`src/rtl/control_sequencer.sv`:
```
// Hardwired control sequencer: steps T0..T6 and decodes the opcode in ir into datapath strobes.
// Optional MEM_WAIT_EN adds mem_ready; while it is low, T1 holds with its strobes asserted.
module control_sequencer #(
  parameter int unsigned T_LAST_MAX = 6
) (
  input  logic        clk,
  input  logic        clear,
  input  logic        run,
  input  logic [31:0] ir,
  output logic [15:0] rin,
  output logic [15:0] rout,
  output logic        PCout,
  output logic        PCin,
  output logic        IncPC,
  output logic        MARin,
  output logic        MDRin,
  output logic        MDRout,
  output logic        Read,
  output logic        IRin,
  output logic        Yin,
  output logic        Zin,
  output logic        ZLowout,
  output logic        ZHighout,
  output logic        HIin,
  output logic        LOin,
  output logic [3:0]  ALUselect,
  output logic        done,
  output logic        fault
`ifdef MEM_WAIT_EN
  ,
  input  logic        mem_ready
`endif
);

  localparam int unsigned STEP_W = $clog2(T_LAST_MAX + 1);

  localparam logic [STEP_W-1:0] T0 = STEP_W'(0);
  localparam logic [STEP_W-1:0] T1 = STEP_W'(1);
  localparam logic [STEP_W-1:0] T2 = STEP_W'(2);
  localparam logic [STEP_W-1:0] T3 = STEP_W'(3);
  localparam logic [STEP_W-1:0] T4 = STEP_W'(4);
  localparam logic [STEP_W-1:0] T5 = STEP_W'(5);
  localparam logic [STEP_W-1:0] T6 = STEP_W'(T_LAST_MAX);

  typedef enum logic [1:0] {S_IDLE, S_RUN, S_FAULT} state_t;
  typedef enum logic [1:0] {C_BAD, C_ALU3, C_MULDIV, C_UNARY} cls_t;

  state_t            state, state_nx;
  logic [STEP_W-1:0] step, step_nx;
  logic [STEP_W-1:0] last_step;
  logic              hold;
  cls_t              cls;
  logic [3:0]        alu_code;

  logic [4:0] opcode;
  logic [3:0] ra, rb, rc;
  logic       unused_ir;

  assign opcode    = ir[31:27];
  assign ra        = ir[26:23];
  assign rb        = ir[22:19];
  assign rc        = ir[18:15];
  assign unused_ir = ^ir[14:0];

  // Instruction class and ALU operation for the current opcode
  always_comb begin
    cls      = C_BAD;
    alu_code = 4'b0000;
    case (opcode)
      5'b00011: begin cls = C_ALU3;   alu_code = 4'b0001; end
      5'b00100: begin cls = C_ALU3;   alu_code = 4'b0010; end
      5'b00101: begin cls = C_ALU3;   alu_code = 4'b0011; end
      5'b00110: begin cls = C_ALU3;   alu_code = 4'b0100; end
      5'b00111: begin cls = C_ALU3;   alu_code = 4'b0101; end
      5'b01000: begin cls = C_ALU3;   alu_code = 4'b1000; end
      5'b01001: begin cls = C_ALU3;   alu_code = 4'b0110; end
      5'b01010: begin cls = C_ALU3;   alu_code = 4'b0111; end
      5'b01110: begin cls = C_MULDIV; alu_code = 4'b1001; end
      5'b01111: begin cls = C_MULDIV; alu_code = 4'b1010; end
      5'b10000: begin cls = C_UNARY;  alu_code = 4'b1011; end
      5'b10001: begin cls = C_UNARY;  alu_code = 4'b1100; end
      default:  begin cls = C_BAD;    alu_code = 4'b0000; end
    endcase
  end

  always_comb begin
    case (cls)
      C_ALU3:  last_step = T5;
      C_UNARY: last_step = T4;
      default: last_step = T6;
    endcase
  end

  always_ff @(posedge clk) begin
    if (clear) begin
      state <= S_IDLE;
      step  <= T0;
    end else begin
      state <= state_nx;
      step  <= step_nx;
    end
  end

  // Next-state: fetch steps are common, the opcode selects the last step
  always_comb begin
    state_nx = state;
    step_nx  = step;
`ifdef MEM_WAIT_EN
    hold = (step == T1) && !mem_ready;
`else
    hold = 1'b0;
`endif
    case (state)
      S_IDLE: begin
        if (run) begin
          state_nx = S_RUN;
          step_nx  = T0;
        end
      end
      S_RUN: begin
        if ((step == T3) && (cls == C_BAD)) begin
          state_nx = S_FAULT;
          step_nx  = T0;
        end else if (step == last_step) begin
          state_nx = run ? S_RUN : S_IDLE;
          step_nx  = T0;
        end else if (!hold) begin
          step_nx = step + STEP_W'(1);
        end
      end
      S_FAULT: begin
        state_nx = S_FAULT;
        step_nx  = T0;
      end
      default: begin
        state_nx = S_IDLE;
        step_nx  = T0;
      end
    endcase
  end

  // Moore strobe decode of state, step and ir
  always_comb begin
    rin       = 16'h0000;
    rout      = 16'h0000;
    PCout     = 1'b0;
    PCin      = 1'b0;
    IncPC     = 1'b0;
    MARin     = 1'b0;
    MDRin     = 1'b0;
    MDRout    = 1'b0;
    Read      = 1'b0;
    IRin      = 1'b0;
    Yin       = 1'b0;
    Zin       = 1'b0;
    ZLowout   = 1'b0;
    ZHighout  = 1'b0;
    HIin      = 1'b0;
    LOin      = 1'b0;
    ALUselect = 4'b0000;
    done      = 1'b0;
    fault     = (state == S_FAULT);
    if (state == S_RUN) begin
      case (step)
        T0: begin PCout = 1'b1; MARin = 1'b1; IncPC = 1'b1; Zin = 1'b1; end
        T1: begin ZLowout = 1'b1; PCin = 1'b1; Read = 1'b1; MDRin = 1'b1; end
        T2: begin MDRout = 1'b1; IRin = 1'b1; end
        T3: begin
          case (cls)
            C_ALU3:   begin rout = 16'h0001 << rb; Yin = 1'b1; end
            C_MULDIV: begin rout = 16'h0001 << ra; Yin = 1'b1; end
            C_UNARY:  begin rout = 16'h0001 << rb; Zin = 1'b1; ALUselect = alu_code; end
            default:  ;
          endcase
        end
        T4: begin
          case (cls)
            C_ALU3:   begin rout = 16'h0001 << rc; Zin = 1'b1; ALUselect = alu_code; end
            C_MULDIV: begin rout = 16'h0001 << rb; Zin = 1'b1; ALUselect = alu_code; end
            C_UNARY:  begin ZLowout = 1'b1; rin = 16'h0001 << ra; done = 1'b1; end
            default:  ;
          endcase
        end
        T5: begin
          case (cls)
            C_ALU3:   begin ZLowout = 1'b1; rin = 16'h0001 << ra; done = 1'b1; end
            C_MULDIV: begin ZLowout = 1'b1; LOin = 1'b1; end
            default:  ;
          endcase
        end
        T6: begin
          if (cls == C_MULDIV) begin
            ZHighout = 1'b1;
            HIin     = 1'b1;
            done     = 1'b1;
          end
        end
        default: ;
      endcase
    end
  end

endmodule

```
`config.mk`:
```
export PLATFORM = sky130hd
export DESIGN_NAME = control_sequencer
export DESIGN_NICKNAME = d
export VERILOG_FILES = /design/src/rtl/control_sequencer.sv
export SDC_FILE = /design/constraint.sdc
export NUM_CORES = 1
export LEC_CHECK = 0
export ABC_CLOCK_PERIOD_IN_PS = 5650
export BUFFER_PORTS_ARGS = -buffer_cell sky130_fd_sc_hd__buf_2
export CAP_MARGIN = 15
export CORE_MARGIN = 2
export CORE_UTILIZATION = 50
export CTS_CLUSTER_SIZE = 24
export DETAILED_ROUTE_END_ITERATION = 7
export PLACE_DENSITY_LB_ADDON = 0.05
export SYNTH_ARGS = -nofsm -noshare
export SYNTH_HDL_FRONTEND = slang
export SYNTH_SLANG_ARGS = --single-unit
```
`constraint.sdc`:
```
create_clock -name clk -period 5.65 [get_ports clk]
set_clock_uncertainty 0.2 [all_clocks]
set_input_delay 0.2825 -clock clk [delete_from_list [all_inputs] [get_ports clk]]
set_output_delay 0.2825 -clock clk [all_outputs]
set_load 0.01 [all_outputs]
```
# Word level (Yosys, flattened, before mapping)
# Memories as Yosys holds them, arrays and structs flattened.
# Index checks and enable logic that the tools add are counted.
[totals] regBits=5 rom_bits=192 inputBits=35 output_inout_bits=52 n_memories=1
[mem_list] name="(no name shown)" words=32 width=6 rd=1 rd_ports_with_merged_regs=0 write_ports=0 line_no="69" rtl="case (opcode)"
[classes] add_sub_neg=1 eq_ne=14 shifts=3 n_mux=44 reduce_logical=7
[op_table] op="16-bit one-hot mux with 2 select lines" count=4
[op_table] op="16-bit 2-to-1 mux" count=4
[op_table] op="1-bit by 4-bit << shifter with 16-bit output (first input constant)" count=3
[op_table] op="1-bit 2-to-1 mux" count=20
[op_table] op="4-bit 2-to-1 mux" count=3
[op_table] op="3-bit equality test (second input constant)" count=3
[op_table] op="3-bit 2-to-1 mux" count=3
[op_table] op="1-bit one-hot mux with 3 select lines" count=3
[op_table] op="4-bit one-hot mux with 2 select lines" count=1
[op_table] op="2-bit equality test (second input constant)" count=3
[op_table] op="3-bit by 2-bit equality test with 1-bit output (second input constant)" count=2
[op_table] op="2-bit 2-to-1 mux" count=3
[op_table] op="2-bit one-hot mux with 3 select lines" count=1
[op_table] op="3-bit one-hot mux with 2 select lines" count=1
[op_table] op="2-bit by 1-bit equality test with 1-bit output (second input constant)" count=2
[op_table] op="2-bit logical NOT" count=2
[op_table] op="2-bit one-hot mux with 2 select lines" count=1
[op_table] op="2-bit OR reduction" count=2
[op_table] op="3-bit by 1-bit adder with 3-bit output (second input constant)" count=1
[op_table] op="3-bit by 1-bit equality test with 1-bit output (second input constant)" count=1
[op_table] op="3-bit equality test" count=1
[op_table] op="3-bit logical NOT" count=1
[op_table] op="3-bit != test (second input constant)" count=1
[op_table] op="2-bit != test (second input constant)" count=1
[op_table] op="other kinds (2)" count=2

# Logic depth before layout (Yosys ltp)
# Gate-level depths: netlist (run 1).
# An unclocked memory read counts as a cell.
[logic_depth] word_depth=7 ltp_mapped=11 mapped_depth_nobuf=10

# Worst setup path after synthesis (run 1)
# OpenSTA, ideal clock, no wires.
[synth_path] path_type="in2out" startpoint="input ir[29]" endpoint="output rout[1]" arrival_ns=2.445 required_ns=5.168 path_slack_ns=2.722 cell_stages=10 n_path_buf=2 cell_sequence="buf_2 -> or4b_4 -> o31a_1 -> buf_6 -> nand2_1 -> ha_1 -> or3b_2 -> o22ai_1 -> nand2_1 -> a21oi_1"
[synth_via] elab_chain_cells=6
[synth_rtl] item="start, declared" line_no="9" rtl="input logic [31:0] ir,"
[synth_rtl] item="memory 32 x 6 bit (*)"
[synth_rtl] item="2-bit by 1-bit equality test with 1-bit output or 2-bit equality test (tied branches)" line_no="169, 177"
[synth_rtl] item="2-bit OR reduction (no line)"
[synth_rtl] item="16-bit one-hot mux with 2 select lines" line_no="169" rtl="case (cls)"
[synth_rtl] item="16-bit one-hot mux with 2 select lines (*)" line_no="164" rtl="case (step)"
[synth_rtl] item="16-bit 2-to-1 mux (*)" line_no="163" rtl="if (state == S_RUN) begin"
[synth_rtl] item="end, declared" line_no="11" rtl="output logic [15:0] rout,"
# Every way passes the cells marked *; elsewhere a longest branch is shown, timed or not.

# Worst setup path in the final report (run 1)
[layout_path] startpoint="input ir[28]" endpoint="output rout[4]"
# Same word-level chain as after synthesis.

==> qor.yml, run 1 <==
crit_arrival_ns: 3.26
period_needed_ns: 3.744
dr_total_vias: 2120
cts_tree: "yes"
grt_pass1_wl_mm: 7.962
drive_gt1_share_pct: 25.61
final_core_util_pct: 60.95
grt_max_degree: 20
peakVddDrop_mv: 0.09258
clk_latency_ns: 0.25
ys_seq_elements: 5
cts_buffer_depth: 2
slew_viol_final: 0
startpoint_type: "primary input"
period_share_pct: 66.27
portBuffers: 71
ys.flop_type: "dfxtp_1"
syn_inst: 274
antenna_found_initial: 0
fp.dieW_um: 62.12
drc: 0
hold_viol: 0
cts_post_setup_buffers_inserted: 0
maxCapViolations: 0
place.gp.congestion: 0.8895
vias_per_cell: 5.668
worstRegToRegCells: 5
drt_iter0_markers: 268
hp-start: "clear"
yosys.cell_types.count: 46
layout.nets: 379
seq_area_frac_synth_pct: 5.926
synth_edf_count: 0
syn_area_um2: 1689
cp-end-kind: "output port"
ys_top_cells_by_area: "ha_1, nor2_1, nand2_1"
synth_async_sr_flop_share_pct: 0
p_per_area_nw_per_um2: 85.61
drt_pass1_iterations: 4
slew_headroom_pct: 41.30
area_growth_syn_to_layout_pct: 18.52
antenna_cells: 0
post-dp-hpwl_mm: 3.794
outcome: "complete, no violations"
num_rows: 21
yosys-top-cells-count: "nor2_1, nand2_1, a21oi_1"
total_power_mw: 0.1714
cp.required_ns: 5.17
min_path_type: "in2reg"
worstSetupPathType: "in2out"
grt_usage_pct: 24.37
setup-violations-final: 0
dieArea_um2: 3859
yosysMostFrequentCell: "nor2_1"
path_max_fanout: 19
wl_per_cell_um: 13.27
start_util_pct: 51.43
synth_top_area_share_pct: 11.11
preCtsSetupSlack_ns: 1.972
setup_tns_ns: 0
fillerInstances: 353
rrSetupSlack_ns: 3.69
cts_hold_buf: 0
cts.sinks: 5
max_clock_freq_ghz: 0.2671
rsz0062_at_grt: "false"
hold_path_end: "state[1]"
totalWireLength_mm: 4.964
io_pins: 87
r2r_end: "step[1]"
synth-warning-count: 0
cts.clk_slew.worst_paths_ns: 0.05
synth_top_cell_by_area: "ha_1"
cts_buffers: 3
overflow: 0
tightest_slew_ns: 0.8787
ant_nets: 0
fin_ws_ns: 1.906
core-area_um2: 3284
die_h_um: 62.12
grt_pass1_vias: 1821
leakage_nw: 0.8663
avgSynthCellArea_um2: 6.165
cts_root_buf: "clkbuf_4"
reg2reg_from: "state[0]"
cts_resized: 0
h-tree-depth: 1
synth_nets: 324
hold_depth: 2
-- per-layer routing --
layer	routed length, um	GRT usage (%)
met5	0	0
met4	74	8.611
met2	2415	42.53
met1	2251	31.79
met3	222	1.449
-- critical path, stage by stage --
cell and delay, ns:
buf_2 0.14, or4b_4 0.55, o31a_1 0.35, nand2_1 0.22, inv_1 0.12, ha_1 0.22
nor2b_1 0.68, o21ai_0 0.26, a21oi_1 0.25, buf_2 0.17
-- sequential cells by signal (all words and copies together), names as in the netlist --
signal / cells
step: 3
state: 2
-- placed cells by master, fill, tap and decap left out, types with 2 or more instances in the layout --
cell	n
nor2b_1	4
and3_1	4
o21ai_0	16
inv_1	10
ha_1	15
o21a_1	2
or3b_2	3
dfxtp_1	5
clkbuf_4	3
nor3_1	2
o22ai_1	17
and2_1	2
nand3b_1	7
xnor2_1	3
or2_2	3
a31oi_1	2
nand2b_1	7
nand3_1	6
a211oi_1	16
nor2_1	49
buf_2	71
o21ai_1	4
nand2_1	34
a21oi_1	21
or3_1	3
-- per-stage QoR --
step / cell area (um^2) / cells / hold WS, ns
global route: 2002 / 374 / 0.01487
floorplan: 1689 / 274 / 0.1549
finish: 2002 / 374 / 0.01149
global placement: 1976 / 370 / 0.2811
CTS: 2002 / 374 / 0.003669
detailed placement: 1976 / 370 / 0.2756
-- how the worst max path moves through the flow --
stage	startpoint	endpoint	slack (ns)	cells after the start
after floorplan	ir[29]	rout[1]	2.72	10
after global placement	ir[28]	ALUselect[2]	2.04	11
after detailed placement	ir[28]	rout[4]	1.97	10
after CTS	ir[28]	rout[7]	1.97	10
after global routing	ir[28]	rout[2]	1.70	10
final	ir[28]	rout[4]	1.91	10
-- kinds of logic after synthesis --
kind of cell    Yosys count  share of synthesized area (%)
compound gates           88                          33.26
flops                     5                          5.926
mux                       2                          1.259
simple gates            129                          36.96
buf+inv                  32                          9.925
fa+ha+maj                15                          11.11
xor+xnor                  3                          1.556
-- area by class of cell --
type,instances,area [um^2],share of cell area [%]
Clock buffer,4,26.28,1.313
Inverter,11,41.29,2.063
Multi-Input combinational cell,237,1421,71.00
Sequential cell,5,100.1,5.000
Tap cell,46,57.56,2.875
Timing Repair Buffer,71,355.3,17.75
-- power by group --
part | switching (mW) | total, mW | internal, mW
logic | 0.0557 | 0.0876 | 0.0318
clock network | 0.0160 | 0.0428 | 0.0268
registers | 0.00363 | 0.0410 | 0.0374
total | 0.0754 | 0.171 | 0.0960
Power figures use the tool's default switching activity.
==> inputs of run 2 (changes only) <==
--- a/config.mk
+++ b/config.mk
@@ -5,11 +5,11 @@
 export SDC_FILE = /design/constraint.sdc
 export NUM_CORES = 1
 export LEC_CHECK = 0
-export ABC_CLOCK_PERIOD_IN_PS = 5650
+export ABC_CLOCK_PERIOD_IN_PS = 3340
 export BUFFER_PORTS_ARGS = -buffer_cell sky130_fd_sc_hd__buf_2
 export CAP_MARGIN = 15
 export CORE_MARGIN = 2
-export CORE_UTILIZATION = 50
+export CORE_UTILIZATION = 42
 export CTS_CLUSTER_SIZE = 24
 export DETAILED_ROUTE_END_ITERATION = 7
 export PLACE_DENSITY_LB_ADDON = 0.05
==> constraint.sdc (replaced) <==
create_clock -name clk -period 3.34 [get_ports clk]
set_clock_uncertainty 0.2 [all_clocks]
set_input_delay 0.167 -clock clk [delete_from_list [all_inputs] [get_ports clk]]
set_output_delay 0.167 -clock clk [all_outputs]
set_load 0.01 [all_outputs]
==> qor.yml, run 2 (synthesis gave the netlist of run 1 again) <==
outcome: "complete, no violations"
period_share_pct: 86.52
place_area_um2: 2026  # +2.5%
slowest_delay_ns: 0.55  # -0.13 ns
core-area_um2: 3943  # +20%
grt_pass1_vias: 1769  # -2.9%
mostFrequentLayoutCell: "buf_2"
reg2reg_from: "state[0]"
cts_root_buf: "clkbuf_8"
layout.nets: 386  # +1.8%
drt_pass1_iterations: 4  # unchanged
cts_post_setup_buffers_inserted: 0  # unchanged
vias_per_cell: 5.584  # -1.5%
preCtsSetupSlack_ns: 0.4603  # -1.511 ns
antenna_cells: 0  # unchanged
path_max_fanout: 7  # -12
peakVddDrop_mv: 0.1978  # +110%
dieArea_um2: 4545  # +18%
final_core_util_pct: 52.78  # -8.2 points
final_cells: 385  # +2.9%
cp_slowest_cell: "or4b_4"
whs_ns: 0.05573  # +0.04424 ns
slew_headroom_pct: 48.09  # +6.8 points
p_per_area_nw_per_um2: 159.8  # +87%
startpoint_type: "primary input"
rsz0062_at_grt: "false"
portBuffers: 71  # unchanged
largest_reg_flops: 3  # unchanged
top_regs: "step: 3 flops, state: 2 flops"
cts_buffer_depth: 2  # unchanged
clk_latency_ns: 0.22  # -0.03 ns
setup_tns_ns: 0  # unchanged
fin_ws_ns: 0.4504  # -1.456 ns
cts_buffers: 3  # unchanged
antenna_found_initial: 0  # unchanged
start_util_pct: 42.84  # -8.6 points
setup-violations-final: 0  # unchanged
io_pins: 87  # unchanged
cts.sinks: 5  # unchanged
final_cell_area_um2: 2081  # +3.9%
hp-start: "run"
drt_iter0_markers: 194  # -28%
dr_total_vias: 2150  # +1.4%
crit_arrival_ns: 2.52  # -0.74 ns
drc: 0  # unchanged
num_rows: 23  # +9.5%
final_cell_mix: "buf_2, nor2_1, nand2_1, a21oi_1, o22ai_1"
worstSetupPathType: "in2out"
cts_resized: 0  # unchanged
h-tree-depth: 1  # unchanged
slew_viol_final: 0  # unchanged
largest_register: "step"
total_power_mw: 0.3326  # +94%
max_clock_freq_ghz: 0.3461
period_needed_ns: 2.890
tightest_slew_ns: 0.7727  # -0.1060 ns
leakage_nw: 0.9070  # +4.7%
grt_usage_pct: 22.37  # -2.0 points
placedCellCount: 380  # +2.7%
drive_gt1_share_pct: 26.87  # +1.3 points
crit_start: "ir[28]"
cts.clk_slew.worst_paths_ns: 0.03  # -0.02 ns
grt_max_degree: 19  # -5.0%
cts_hold_buf: 1  # +1
hold_viol: 0  # unchanged
cts_tree: "yes"
place.gp.congestion: 0.8753  # -1.6%
post-dp-hpwl_mm: 3.963  # +4.4%
area_growth_syn_to_layout_pct: 23.19
wl_per_cell_um: 13.31  # +0.31%
cp-end-kind: "output port"
maxCapViolations: 0  # unchanged
grt_pass1_wl_mm: 8.086  # +1.6%
fp.dieW_um: 67.42  # +8.5%
worstPathCellList: "buf_2 > or4b_4 > o31a_1 > nand2_1 > ha_1 > or3b_2 > o22ai_1 > nand2_1 > a21oi_1 > buf_2"
min_path_type: "in2reg"
cp.required_ns: 2.97  # -2.20 ns
fillerInstances: 426  # +21%
overflow: 0  # unchanged
totalWireLength_mm: 5.126  # +3.3%
ant_nets: 0  # unchanged
die_h_um: 67.42  # +8.5%
## run 2: routing by layer
metal	track usage [%]	vias to the layer above	wire length, um
met5	0	-	0
met4	5.612	0	41
met3	1.167	5	193
met2	39.48	56	2529
met1	29.61	992	2362
li1	-	1097	-
## run 2: power by group
group / internal, mW / leakage [nW] / switching, mW
Sequential: 0.0635 / 0.0410 / 0.00608
Clock: 0.0818 / 0.0228 / 0.0283
Combinational: 0.0577 / 0.843 / 0.0952
## run 2: worst paths after layout
check	depth (start not counted)	to	slack, ns
setup reg to reg	5	step[1]	1.37
hold / removal	3	state[0]	0.06
setup / recovery	10	rout[1]	0.45
hold reg to reg	3	state[0]	0.40
## run 2: final cells by class
class | count | area, um^2 | share of cell area (%)
Multi-Input combinational cell | 237 | 1421 | 68.31
Timing Repair Buffer | 78 | 410.4 | 19.72
Sequential cell | 5 | 100.1 | 4.811
Tap cell | 50 | 62.56 | 3.007
Clock buffer | 4 | 45.04 | 2.165
Inverter | 11 | 41.29 | 1.984
## run 2: critical path: cells and delay by family
kind	cells	cell delay [ns]
fa+ha+maj	1	0.30
compound gates	3	0.47
buf+inv	2	0.30
simple gates	4	1.26
